### src/rtl/bus_serial_rx.sv
// Serial frame receiver: shifts in an address field and, for write frames, a data field,
// then presents the completed frame as registered outputs with a one-cycle valid strobe.
module bus_serial_rx #(
    parameter int ADDR_WIDTH = 12,
    parameter int DATA_WIDTH = 8,
    parameter bit LSB_FIRST  = 1'b1
) (
    input  logic                  clk,
    input  logic                  reset,
    input  logic                  rx_start,
    input  logic                  rx_mode,
    input  logic                  rx_valid,
    input  logic                  rx_address,
    input  logic                  rx_data,
    output logic [ADDR_WIDTH-1:0] address,
    output logic [DATA_WIDTH-1:0] data_byte_out,
    output logic                  frame_valid,
    output logic                  frame_write,
    output logic                  busy,
    output logic                  frame_err,
    output logic [1:0]            state_dbg
);

    localparam int MAX_W = (ADDR_WIDTH > DATA_WIDTH) ? ADDR_WIDTH : DATA_WIDTH;
    localparam int IDX_W = $clog2(MAX_W + 1);

    typedef logic [ADDR_WIDTH-1:0] addr_t;
    typedef logic [DATA_WIDTH-1:0] data_t;
    typedef enum logic [1:0] {IDLE = 2'd0, ADDR = 2'd1, DATA = 2'd2} state_t;

    state_t           state, state_n;
    logic [IDX_W-1:0] bit_idx, bit_idx_n;
    addr_t            addr_sr, addr_sr_n, address_n;
    data_t            data_sr, data_sr_n, data_n;
    logic             mode, mode_n;
    logic             fv_n, fw_n, err_n;
    int               addr_pos, data_pos;

    assign state_dbg = state;

    always_comb begin
        state_n   = state;
        bit_idx_n = bit_idx;
        addr_sr_n = addr_sr;
        data_sr_n = data_sr;
        mode_n    = mode;
        address_n = address;
        data_n    = data_byte_out;
        fv_n      = 1'b0;
        fw_n      = frame_write;
        err_n     = 1'b0;
        addr_pos  = LSB_FIRST ? int'(bit_idx) : ADDR_WIDTH - 1 - int'(bit_idx);
        data_pos  = LSB_FIRST ? int'(bit_idx) : DATA_WIDTH - 1 - int'(bit_idx);

        // A start always (re)opens a frame; when one was already open it is dropped.
        if (rx_start) begin
            state_n   = ADDR;
            bit_idx_n = '0;
            addr_sr_n = '0;
            data_sr_n = '0;
            mode_n    = rx_mode;
            err_n     = (state != IDLE);
        end else if (rx_valid) begin
            case (state)
                ADDR: begin
                    addr_sr_n = addr_sr | (addr_t'(rx_address) << addr_pos);
                    if (bit_idx == IDX_W'(ADDR_WIDTH - 1)) begin
                        bit_idx_n = '0;
                        if (mode) begin
                            state_n = DATA;
                        end else begin
                            state_n   = IDLE;
                            address_n = addr_sr_n;
                            fv_n      = 1'b1;
                            fw_n      = 1'b0;
                        end
                    end else begin
                        bit_idx_n = bit_idx + IDX_W'(1);
                    end
                end
                DATA: begin
                    data_sr_n = data_sr | (data_t'(rx_data) << data_pos);
                    if (bit_idx == IDX_W'(DATA_WIDTH - 1)) begin
                        bit_idx_n = '0;
                        state_n   = IDLE;
                        address_n = addr_sr;
                        data_n    = data_sr_n;
                        fv_n      = 1'b1;
                        fw_n      = 1'b1;
                    end else begin
                        bit_idx_n = bit_idx + IDX_W'(1);
                    end
                end
                default: ;
            endcase
        end
    end

    always_ff @(posedge clk) begin
        if (reset) begin
            state         <= IDLE;
            bit_idx       <= '0;
            addr_sr       <= '0;
            data_sr       <= '0;
            mode          <= 1'b0;
            address       <= '0;
            data_byte_out <= '0;
            frame_valid   <= 1'b0;
            frame_write   <= 1'b0;
            busy          <= 1'b0;
            frame_err     <= 1'b0;
        end else begin
            state         <= state_n;
            bit_idx       <= bit_idx_n;
            addr_sr       <= addr_sr_n;
            data_sr       <= data_sr_n;
            mode          <= mode_n;
            address       <= address_n;
            data_byte_out <= data_n;
            frame_valid   <= fv_n;
            frame_write   <= fw_n;
            busy          <= (state_n != IDLE);
            frame_err     <= err_n;
        end
    end

endmodule

### config.mk
export PLATFORM = sky130hd
export DESIGN_NAME = bus_serial_rx
export DESIGN_NICKNAME = d
export VERILOG_FILES = /design/src/rtl/bus_serial_rx.sv
export SDC_FILE = /design/constraint.sdc
export NUM_CORES = 1
export LEC_CHECK = 0
export CAP_MARGIN = 20
export CORE_ASPECT_RATIO = 0.9
export CORE_MARGIN = 4
export CORE_UTILIZATION = 50
export CTS_BUF_LIST = sky130_fd_sc_hd__clkbuf_4 sky130_fd_sc_hd__clkbuf_8 sky130_fd_sc_hd__clkbuf_16
export DETAILED_ROUTE_END_ITERATION = 8
export PLACE_DENSITY = 0.75
export SETUP_SLACK_MARGIN = 0.02
export SLEW_MARGIN = 20
export SYNTH_ARGS = -nofsm -noshare
export SYNTH_HDL_FRONTEND = slang
export SYNTH_SLANG_ARGS = --single-unit
### constraint.sdc
create_clock -name clk -period 4.7 [get_ports clk]
set_input_delay 0.47 -clock clk [delete_from_list [all_inputs] [get_ports clk]]
set_output_delay 0.47 -clock clk [all_outputs]
set_load 0.02 [all_outputs]
==> impl_metrics.sql <==
INSERT INTO impl_metrics (metric_group, metric, value, unit) VALUES
('finish', 'stdcell_area', '2510', 'um2'),
('detailed_routing', 'drt_first_pass_iters', '4', ''),
('hold_path', 'hp-class', 'reg -> reg', ''),
('sta', 'timing.slew.headroom', '50.7', '%'),
('job', 'max_cap_viol_count', '0', ''),
('synth', 'synth_area_leaders', 'sky130_fd_sc_hd__dfxtp_1 (48%), sky130_fd_sc_hd__a21oi_1 (11%), sky130_fd_sc_hd__nor2_1 (6.7%), sky130_fd_sc_hd__a211oi_2 (4.7%), sky130_fd_sc_hd__a211oi_1 (3.5%)', ''),
('floorplan', 'num_rows', '22', ''),
('detailed_routing', 'remaining_drcs', '0', ''),
('power_and_ir_drop', 'net-switching-power', '0.179', 'mW'),
('sta', 'final_min_period_over_clock_period', '53.2', '%'),
('run_status', 'outcome', 'finished clean', ''),
('synth', 'yosys.area.top_type_share', '47.8', '%'),
('worst_setup_path', 'critPathKind', 'reg -> reg', ''),
('synth', 'post_synth_most_frequent_cells', 'sky130_fd_sc_hd__dfxtp_1 (51), sky130_fd_sc_hd__a21oi_1 (47), sky130_fd_sc_hd__nor2_1 (38), sky130_fd_sc_hd__clkbuf_1 (12), sky130_fd_sc_hd__a211oi_1 (10)', ''),
('synth', 'post_synth_inst_count', '237', ''),
('global_route', 'grt_pass1_wl', '7510', 'um'),
('sta', 'maxClockFrequency', '0.400', 'GHz'),
('hold_path', 'min_path_cells', '2', ''),
('power_and_ir_drop', 'combPwrFrac', '8.2', '%'),
('cts', 'postCtsSetupBuffers', '0', ''),
('cts', 'clockBufferDepth', '2', ''),
('sta', 'hold_viol', '0', ''),
('synth', 'syn_area_per_cell', '9.02', 'um2'),
('worst_setup_path', 'r2r_start', 'state_dbg[0]', ''),
('power_and_ir_drop', 'power_frac_clock', '33.4', '%'),
('sta', 'layout_setup_ws', '2200', 'ps'),
('sta', 'worst_pin_slew', '734', 'ps'),
('worst_setup_path', 'rr_endpoint', 'address[8]', ''),
('detailed_routing', 'drt-vias-per-instance', '5.54', ''),
('synth', 'yosysWarnings', '0', ''),
('global_route', 'antenna_violations_before_repair', '0', ''),
('finish', 'insertedDiodeCount', '0', ''),
('placed_design', 'portBuffers', '32', ''),
('power_and_ir_drop', 'total_leakage_power', '0.823', 'nW'),
('sta', 'unrepaired_setup_endpoints_after_global_routing', 'no', ''),
('placed_design', 'pre_cts_ws', '2170', 'ps'),
('global_route', 'via_count_of_the_first_global_routing_pass', '1595', ''),
('cts', 'cts-buffers-inserted', '5', ''),
('finish', 'fillerInstances', '364', ''),
('sta', 'final_period_minus_worst_setup_slack', '2500', 'ps'),
('detailed_routing', 'route.vias.total', '1690', ''),
('cts', 'clock-root-buffer', 'sky130_fd_sc_hd__clkbuf_8', ''),
('cts', 'worstSkewPairLatency', '300', 'ps'),
('global_route', 'leftover_overflow_at_the_end_of_global_routing', '0', ''),
('sta', 'number_of_max_slew_violations_in_the_final_report', '0', ''),
('cts', 'htreeDepth', '2', ''),
('detailed_routing', 'finalWirelength', '4280', 'um'),
('floorplan', 'core-area', '4100', 'um2'),
('floorplan', 'dieHeight', '70.0', 'um'),
('power_and_ir_drop', 'seq_power_share', '58.4', '%'),
('cts', 'cts_tree', 'yes', ''),
('worst_setup_path', 'timing.critical_path.from', 'state_dbg[0]', ''),
('floorplan', 'design.die.area', '5390', 'um2'),
('detailed_routing', 'dr.first_iter.drc_count', '161', ''),
('placed_design', 'gpl.final_weighted_congestion', '0.888', ''),
('detailed_routing', 'routedWlPerCell', '14.0', 'um'),
('synth', 'ys.flop_type', 'sky130_fd_sc_hd__dfxtp_1', ''),
('power_and_ir_drop', 'p_total', '0.759', 'mW'),
('worst_setup_path', 'worstPathMaxFanout', '16', ''),
('synth', 'seq_area_frac_synth', '47.8', '%'),
('cts', 'post_cts_resized', '0', ''),
('sta', 'timing.clock.skew', '3.40', 'ps'),
('floorplan', 'boundaryPins', '33', ''),
('worst_setup_path', 'cp_arrival', '2660', 'ps'),
('floorplan', 'initial_utilization', '52.1', '%'),
('finish', 'post_route_cells_drive_above_1_share', '8.56', '%'),
('synth', 'netlist-cell-type-count', '39', ''),
('synth', 'synth-seq-cells', '51', ''),
('finish', 'layout-area-overhead-vs-synth', '17.3', '%'),
('synth', 'netlist_area', '2140', 'um2'),
('worst_setup_path', 'setup.reg_to_reg.worst_slack', '2200', 'ps');
flip-flops by register name, summed over array words and instances (netlist names):
name / count
bit_idx: 4
state_dbg: 2
address: 12
data_byte_out: 8
frame_err: 1
addr_sr: 12
busy: 1
mode: 1
data_sr: 8
frame_write: 1
frame_valid: 1
power groups by stage:
stage                     clock, mW  combinational (mW)  sequential (mW)
after floorplan                   0              0.0345            0.458
after global placement            0              0.0618            0.453
after detailed placement          0              0.0620            0.453
after CTS                     0.257              0.0625            0.443
after global routing          0.278              0.0682            0.444
final                         0.254              0.0623            0.443
cells in the final DEF, fill, tap and decap left out, drive strengths merged:
master / Yosys / layout
xor2: 1 / 1
mux2i: 5 / 5
nand2b: 2 / 2
nor4bb: 3 / 3
nor3: 6 / 6
clkinv: 0 / 1
buf: 10 / 2
nand2: 5 / 5
nor2: 38 / 38
and2: 5 / 5
a41oi: 1 / 1
xnor2: 1 / 1
nand4b: 1 / 1
inv: 4 / 4
a21oi: 47 / 47
dfxtp: 51 / 51
and3: 1 / 1
o21ai: 1 / 1
nor2b: 3 / 3
a31oi: 5 / 5
or3: 1 / 1
clkdlybuf4s50: 0 / 32
nand3: 1 / 1
and4b: 1 / 1
o21ba: 1 / 1
a211oi: 18 / 18
nor3b: 2 / 2
clkbuf: 12 / 7
o21bai: 1 / 1
ha: 4 / 4
or2: 1 / 1
nor4: 3 / 3
nand4: 1 / 1
and4: 1 / 1
critical path, stage by stage, from the launching register on:
cell and delay [ps]:
sky130_fd_sc_hd__dfxtp_1 410, sky130_fd_sc_hd__inv_1 90, sky130_fd_sc_hd__ha_1 320, sky130_fd_sc_hd__nor4bb_1 270, sky130_fd_sc_hd__or3_1 470, sky130_fd_sc_hd__and2_1 640, sky130_fd_sc_hd__a211oi_1 160
worst min path at each step:
stage	start	slack, ps	to
finish	frame_write	470	frame_write
global route	frame_write	500	frame_write
CTS	frame_write	470	frame_write
detailed placement	addr_sr[8]	450	addr_sr[8]
global placement	data_sr[5]	450	data_sr[5]
floorplan	data_sr[0]	440	data_sr[0]
kinds of logic (layout without fill, tap and decap cells):
family	count (synthesis)	count (layout)	synth area share (%)
AND/OR/NAND/NOR	75	75	18.5
AO/OA/AOI/OAI	74	74	22.1
flip-flops	51	51	47.8
buffers and inverters	26	46	6.09
multiplexers	5	5	2.34
adder cells (fa/ha/maj)	4	4	2.34
XOR/XNOR	2	2	0.820
layer usage:
layer / GRT usage, % / wire, um
met1: 23.7 / 2200
met2: 25.3 / 1810
met3: 4.51 / 233
met4: 6.64 / 34
met5: 0 / 0
through the flow:
step,util [%],instances,hold WS [ps]
after CTS,61.1,305,471
final,61.1,305,469
after global placement,58.9,297,448
after global routing,61.1,305,499
after detailed placement,58.9,297,454
after floorplan,-,237,437
area by class of cell:
cell class,count,area [um2],share of cell area [%]
flip-flops and latches,51,1020,40.7
multi-input cells,160,986,39.3
repair buffers,34,335,13.4
clock buffers,7,83.8,3.34
well taps,48,60.1,2.40
inverters,4,15.0,0.599
clock inverters,1,5.00,0.200
No activity file was read; power rests on OpenSTA's default activity.
